**config.mk**
```make
export PLATFORM = sky130hd
export DESIGN_NAME = rs_fu_issue_scheduler
export DESIGN_NICKNAME = d
export VERILOG_FILES = /design/src/rtl/rs_fu_issue_scheduler.sv
export SDC_FILE = /design/constraint.sdc
export NUM_CORES = 1
export LEC_CHECK = 0
export CAP_MARGIN = 20
export CORE_MARGIN = 3
export CORE_UTILIZATION = 47
export DETAILED_ROUTE_END_ITERATION = 12
export PLACE_DENSITY = 0.79
export SLEW_MARGIN = 30
export SYNTH_ARGS = -nofsm -noshare
export SYNTH_HDL_FRONTEND = slang
export SYNTH_SLANG_ARGS = --single-unit
```
**constraint.sdc**
```tcl
create_clock -name clk -period 2.57 [get_ports clk]
set_input_delay 0.6425 -clock clk [delete_from_list [all_inputs] [get_ports clk]]
set_output_delay 0.6425 -clock clk [all_outputs]
set_load 0.01 [all_outputs]
```
**src/rtl/rs_fu_issue_scheduler.sv**
```systemverilog
// rs_fu_issue_scheduler: registered RS-to-FU issue scheduler with per-FU occupancy counters.
// RS_SCHED_AGE_RR_EN enables the round-robin pointer; undefined gives fixed lowest-index-first priority.
`ifndef RS_ALU_ENTRIES_NUM
`define RS_ALU_ENTRIES_NUM 8
`endif
`ifndef NUM_OF_ALUS
`define NUM_OF_ALUS 2
`endif

module rs_fu_issue_scheduler #(
  parameter int NUM_OF_RS    = `RS_ALU_ENTRIES_NUM,
  parameter int NUM_OF_FU    = `NUM_OF_ALUS,
  parameter int FU_LATENCY   = 1,
  parameter int FU_IDX_WIDTH = (NUM_OF_FU <= 1) ? 1 : $clog2(NUM_OF_FU),
  parameter int RS_IDX_WIDTH = (NUM_OF_RS <= 1) ? 1 : $clog2(NUM_OF_RS)
) (
  input  logic                                   clk,
  input  logic                                   reset,
  input  logic                                   flush,
  input  logic [NUM_OF_RS-1:0]                   rs_ready,
  input  logic [NUM_OF_FU-1:0]                   fu_available,
  output logic [NUM_OF_RS-1:0]                   rs_dispatch_en,
  output logic [NUM_OF_RS-1:0][FU_IDX_WIDTH-1:0] rs_fu_assign,
  output logic [NUM_OF_FU-1:0]                   fu_issue_valid,
  output logic [NUM_OF_FU-1:0][RS_IDX_WIDTH-1:0] fu_issue_rs_idx,
  output logic [NUM_OF_FU-1:0]                   fu_busy
);
  localparam int CW = $clog2(FU_LATENCY + 1);
  logic [NUM_OF_FU-1:0][CW-1:0]           busy_cnt;
  logic [RS_IDX_WIDTH-1:0]                rr_ptr;
  logic [NUM_OF_RS-1:0]                   en_n;
  logic [NUM_OF_RS-1:0][FU_IDX_WIDTH-1:0] asg_n;
  logic [NUM_OF_FU-1:0]                   fv_n;
  logic [NUM_OF_FU-1:0][RS_IDX_WIDTH-1:0] fidx_n;
  logic [NUM_OF_FU-1:0]                   avail;
  logic [RS_IDX_WIDTH-1:0]                ri;
  logic                                   got;
  int                                     idx;
`ifdef RS_SCHED_AGE_RR_EN
  logic [RS_IDX_WIDTH-1:0]                ptr_n;
`endif
  always_comb begin
    for (int f = 0; f < NUM_OF_FU; f++) fu_busy[f] = busy_cnt[f] != '0;
  end
  // Walk RS entries in priority order; each eligible one takes the lowest free FU left.
  always_comb begin
    en_n   = '0;
    asg_n  = '0;
    fv_n   = '0;
    fidx_n = '0;
    avail  = fu_available & ~fu_busy;
    ri     = '0;
    got    = 1'b0;
    idx    = 0;
`ifdef RS_SCHED_AGE_RR_EN
    ptr_n  = rr_ptr;
`endif
    for (int k = 0; k < NUM_OF_RS; k++) begin
      idx = int'(rr_ptr) + k;
      if (idx >= NUM_OF_RS) idx = idx - NUM_OF_RS;
      ri = RS_IDX_WIDTH'(idx);
      if (rs_ready[ri] && !rs_dispatch_en[ri] && |avail) begin
        got = 1'b0;
        for (int f = 0; f < NUM_OF_FU; f++) begin
          if (!got && avail[f]) begin
            got       = 1'b1;
            avail[f]  = 1'b0;
            fv_n[f]   = 1'b1;
            fidx_n[f] = ri;
            asg_n[ri] = FU_IDX_WIDTH'(f);
          end
        end
        en_n[ri] = 1'b1;
`ifdef RS_SCHED_AGE_RR_EN
        ptr_n = (ri == RS_IDX_WIDTH'(NUM_OF_RS - 1)) ? '0 : ri + 1'b1;
`endif
      end
    end
  end
  always_ff @(posedge clk or negedge reset) begin
    if (!reset) begin
      rs_dispatch_en  <= '0;
      rs_fu_assign    <= '0;
      fu_issue_valid  <= '0;
      fu_issue_rs_idx <= '0;
      busy_cnt        <= '0;
    end else if (flush) begin
      rs_dispatch_en  <= '0;
      rs_fu_assign    <= '0;
      fu_issue_valid  <= '0;
      fu_issue_rs_idx <= '0;
      busy_cnt        <= '0;
    end else begin
      rs_dispatch_en  <= en_n;
      rs_fu_assign    <= asg_n;
      fu_issue_valid  <= fv_n;
      fu_issue_rs_idx <= fidx_n;
      for (int f = 0; f < NUM_OF_FU; f++)
        busy_cnt[f] <= fv_n[f] ? CW'(FU_LATENCY - 1) : (busy_cnt[f] != '0) ? busy_cnt[f] - 1'b1 : busy_cnt[f];
    end
  end
`ifdef RS_SCHED_AGE_RR_EN
  always_ff @(posedge clk or negedge reset) begin
    if (!reset) rr_ptr <= '0;
    else if (!flush) rr_ptr <= ptr_n;
  end
`else
  assign rr_ptr = '0;
`endif
endmodule

```
=== Word-level counts from Yosys, hierarchy flattened ===
Index checks and enable logic that the tools add are counted.

* Bits of input ports: 13
* Logic and storage cells: 180
* Bits in registers: 26
* Output and inout bits: 26

* Multiplexer cells: 114
* Add/sub/neg operators: 2
* Bitwise gates (word level): 2
* Reductions and logical operators: 48

{| class="wikitable"
|+ Operator list
! cell !! count
|-
| $mux 6 || 12
|-
| $mux 3 || 16
|-
| $mux 8 || 6
|-
| $mux 1 || 47
|-
| $mux 2 || 21
|-
| $mux 7 || 4
|-
| $logic_and 1x1->1 || 24
|-
| $mux 5 || 4
|-
| $logic_not 1->1 || 16
|-
| $mux 4 || 4
|-
| $reduce_or 2->1 || 8
|-
| $and 2x2->2 || 1
|-
| $not 2->2 || 1
|-
| $sub 1x1->1 const B || 2
|}

=== Longest topological paths before layout ===
* Depth after elaboration: 60
* Gate-level depth with buffers: 7

=== Worst setup path after synthesis ===
No wires, ideal clock.

* Path type: input to register
* Start: input fu_available[0]
* End: register fu_issue_rs_idx[4] (netlist bit)
* Required time: 2446 ps
* Data arrival time: 1953 ps
* Stages: 6
* Setup slack: 493 ps
* Path buffers: 1
* Cells stage by stage: buf_2 nand3_2 nor3_4 mux2_4 nor3b_2 a211o_1

* Cells in the longest elaborated chain, start to end: 38
* Elaborated cells on any way between the ends: 76
* Classes of those cells: mux (43); bitwise (1); reduce/logical (32)

{| class="wikitable"
|+ RTL lines
! element !! RTL line !! RTL
|-
| start, declared || 21 || <nowiki>input logic [NUM_OF_FU-1:0] fu_available,</nowiki>
|-
| $and 2x2->2 (*) || 51 || <nowiki>avail = fu_available & ~fu_busy;</nowiki>
|-
| $reduce_or 2->1 / $mux 1 (equally long branches) || 62, 65 ||
|-
| $logic_and 1x1->1 / $mux 1 (equally long branches) || 62 || <nowiki>if (rs_ready[ri] && !rs_dispatch_en[ri] && |avail) begin</nowiki>
|-
| $mux 2 (*) || 62 ||
|-
| $mux 1 / $logic_and 1x1->1 (equally long branches) || 65 || <nowiki>if (!got && avail[f]) begin</nowiki>
|-
| $mux 1 (on tied branches) || 62, 65 ||
|-
| $logic_not 1->1 / $mux 2 (equally long branches) || 65, 62 ||
|-
| $logic_and 1x1->1 / $reduce_or 2->1 (equally long branches) || 65, 62 ||
|-
| [... 22 more ...] || - ||
|-
| $mux 2 / $logic_not 1->1 (equally long branches) || 62, 65 ||
|-
| $mux 1 / $logic_and 1x1->1 (equally long branches) || 65 ||
|-
| $mux 1 (on tied branches) || 62, 65 ||
|-
| $logic_not 1->1 / $mux 2 (equally long branches) || 65, 62 ||
|-
| $logic_and 1x1->1 / $reduce_or 2->1 (equally long branches) || 65, 62 ||
|-
| $mux 3 / $logic_and 1x1->1 (equally long branches) || 65, 62 ||
|-
| $mux 6 (*) || 62 ||
|-
| $mux 6 (*) || 87 || <nowiki>end else if (flush) begin</nowiki>
|-
| end signal, assigned || 97 || <nowiki>fu_issue_rs_idx <= fidx_n;</nowiki>
|-
| end, declared || 25 || <nowiki>output logic [NUM_OF_FU-1:0][RS_IDX_WIDTH-1:0] fu_issue_rs_idx,</nowiki>
|}

Mark *: on every way between the ends. The rest lies on a longest branch, timed or not. The select of a mux whose other input is x is not followed.

=== Worst setup path in the final report ===
* Start: input rs_ready[2]
* End: register fu_issue_valid[0]

* Cells in the longest elaborated chain, start to end: 25
* Elaborated cells on any way between the ends: 49
* Classes of those cells: mux (29); reduce/logical (20)

{| class="wikitable"
|+ RTL lines
! element !! RTL line !! RTL
|-
| start, declared || 20 || <nowiki>input logic [NUM_OF_RS-1:0] rs_ready,</nowiki>
|-
| $logic_and 1x1->1 (*) (2 in a row) || 62 ||
|-
| $mux 2 || 62 ||
|-
| $reduce_or 2->1 / $mux 1 (equally long branches) || 62, 65 ||
|-
| $logic_and 1x1->1 / $mux 1 (equally long branches) || 62 ||
|-
| $mux 2 / $logic_not 1->1 (equally long branches) || 62, 65 ||
|-
| $mux 1 / $logic_and 1x1->1 (equally long branches) || 65 ||
|-
| $mux 1 (on tied branches) || 62, 65 ||
|-
| $logic_not 1->1 / $mux 2 (equally long branches) || 65, 62 ||
|-
| [... 8 more ...] || - ||
|-
| $logic_not 1->1 / $mux 2 (equally long branches) || 65, 62 ||
|-
| $logic_and 1x1->1 / $reduce_or 2->1 (equally long branches) || 65, 62 ||
|-
| $mux 1 / $logic_and 1x1->1 (equally long branches) || 65, 62 ||
|-
| $mux 2 || 62 ||
|-
| $reduce_or 2->1 || 62 ||
|-
| $logic_and 1x1->1 || 62 ||
|-
| $mux 2 (*) || 62 ||
|-
| $mux 2 (*) || 87 ||
|-
| end signal, assigned || 96 || <nowiki>fu_issue_valid <= fv_n;</nowiki>
|-
| end, declared || 24 || <nowiki>output logic [NUM_OF_FU-1:0] fu_issue_valid,</nowiki>
|}

Marked as above.

==> metrics.txt <==
status=finished clean; final count of negative-setup-slack endpoints=0; FMAX=0.440 GHz; P&R area growth vs syn=36.7%; CP Depth=8; post-DP HPWL=3040 um; crit end category=flop; PortBufs=36; worst hold path class=input port to asynchronous set/reset pin; critical path fanouts, max=7; final setup TNS=0 ns; via count=1412; Inserted Diodes=0; Clock Pin Slew Worst Setup and Hold Paths=0.13 ns; Synth cell types=50; Power Total=826 uW; vias in the first global route=1346; Syn Inst Count=153; Residual DRC=0; Core ar.=2810 um^2; CTS tree=built; DIE HEIGHT=60.7 um; antenna-violating nets left=0; worst setup path category=input port to flop; Synth top area share=42.8%; Initial Util=50.0%; Routed Wire Length=3910 um; CTS Root Cell=clkbuf_4; Power per Cell Area=430 nW/um^2; I/O pin cnt=39; Fillers=238; clock buffers created by TritonCTS=3; Non-Filler Instances=232; Tmin final=2.27 ns; Final Hold Fails=0; post-synthesis sequential area ratio=42.8%; pre-CTS setup slack=0.00379 ns; post-CTS sizing=0; hold slack final=0.667 ns; Yosys top cell by area=dfrtp_1; dpl cells=228; final worst slack=0.298 ns; CTS Hold Buffers Added=0; Rows=19; Post-synth EDFFs=0; WL per Instance=16.9 um; Critical Path RT=2.76 ns; GR Overflow Total=0; drt initial violations=79; top cells by area, synth=dfrtp_1, nor3_1, nand2_1; Critical Path Most Common Cell=nand2_1; Clock Sinks=24; CP max stage delay=0.49 ns; global-route wire length before repair=6510 um; worst reg-to-reg path cell count=7; top-count cell post-synth=dfrtp_1; Static Leak=0.000830 uW; Synth top cells by count=dfrtp_1, nand2_1, nor2_1, nor3_1, o21ai_0; clock buffer depth=2; Max stage delay cell, worst path=a2111oi_0; crit-path cells=clkdlybuf4s50_1 > nor2b_2 > nand2_1 > a2111oi_0 > buf_4 > o21ai_0 > nand4_1 > nand2_1; crit share post-route=88.4%; WP buf/inv=2; Synth Warn #=0; antenna violations before repair=0; kind of cell adding the most delay to the critical path=buffers and inverters; Pre-antenna DRT Iters=4; async set-reset flop share out of synthesis=100%; largest net degree at the start of global routing=25; Die X=60.7 um; RSZ-0062 raised after global routing=false; Avg Cell Area, Syn=9.18 um^2; Peak VDD IR=0.000219 V; GPL Wtd Cong=0.959; number of synthesized register bits=24; Layout Nets=215; Via-to-Cell Ratio=6.09; Critical Path AT=2.46 ns; clk_skew=0.00976 ns; H-tree depth=1; Setup Fix Bufs, Post-CTS=0; Clock Latency Late Sink=0.32 ns; synthesized cell area=1400 um^2; share of cells above drive strength 1=17.9%; GR Util All Layers=23.8%; Max Slew Vio Count=0; max_cap viols=0; die area=3680 um^2; startpoint types=input port; Top FF cell, synth=dfrtp_1
## cells in the final DEF, fill, tap and decap left out, drive strengths merged, types with 5 or more instances in the layout
master and count:
clkdlybuf4s50 36, dfrtp 24, buf 18, nand2 15
nor2 13, nor3 13, o21ai 10, nand2b 8
a21oi 7, nor2b 5
## path summary, 6_finish.rpt
| check | startpoint | to | slack, ns |
|---|---|---|---|
| setup / recovery | rs_ready[2] | fu_issue_valid[0] | 0.30 |
| hold / removal | reset | rs_fu_assign[1] | 0.67 |
| setup reg to reg | rs_dispatch_en[0] | fu_issue_valid[0] | 0.63 |
| hold reg to reg | rs_dispatch_en[1] | rs_dispatch_en[1] | 0.67 |
| max in group asynchronous | reset | rs_fu_assign[5] | 1.66 |
| min in group clk | rs_dispatch_en[1] | rs_dispatch_en[1] | 0.67 |
## registers in the layout, indices dropped and copies added, names as in the netlist
name,count
fu_issue_valid,2
rs_dispatch_en,8
fu_issue_rs_idx,6
rs_fu_assign,8
## metal layers
layer  up-vias  global-route usage (%)  part of all wire (%)  routed length [um]
li1        646                       -                     -                   -
met1       663                    32.0                    40                1580
met2        91                    40.2                    48                1870
met3        12                    2.98                   9.3                 362
met4         0                    7.12                   2.4                  92
met5         -                       0                     0                   0
## cell families (layout without fill, tap and decap cells)
kind of cell | after synthesis | count (layout) | synth area share [%]
AND/OR/NAND/NOR | 71 | 71 | 29.1
flip-flops | 24 | 24 | 42.8
adder cells (fa/ha/maj) | 1 | 1 | 0.802
buffers and inverters | 14 | 61 | 4.99
multiplexers | 1 | 1 | 1.07
AO/OA/AOI/OAI | 40 | 40 | 20.4
XOR/XNOR | 1 | 1 | 0.624
other | 1 | 2 | 0.267
## power by group
part / switching (uW) / internal, uW / leakage, uW / total [uW]
clock: 113 / 86.5 / 0.0000210 / 199
sequential: 5.33 / 391 / 0.000328 / 396
combinational: 125 / 105 / 0.000481 / 231
total: 243 / 583 / 0.000830 / 826
## stage by stage
stage	util, %	instance area (um^2)
after global routing	68.4	1920
final	68.4	1920
after detailed placement	67.1	1880
after CTS	68.4	1920
after global placement	67.1	1880
after floorplan	-	1410
## final cells by class
type                            count  area (um^2)  share of cell area [%]
Clock buffer                        4         36.3                    1.89
Tap cell                           31         38.8                    2.02
Timing Repair Buffer               54          495                    25.8
Multi-Input combinational cell    116          737                    38.4
Sequential cell                    24          601                    31.3
Inverter                            3         11.3                   0.587
## worst reg2reg max path, cell delays in order, from the launching register on
cell and delay, ns:
dfrtp_1 0.41, nand2b_2 0.25, and3_1 0.24, a2111oi_0 0.46
buf_4 0.20, o21ai_0 0.07, nand4_1 0.12, nand2_1 0.08
No activity file was read; power rests on OpenSTA's default activity.
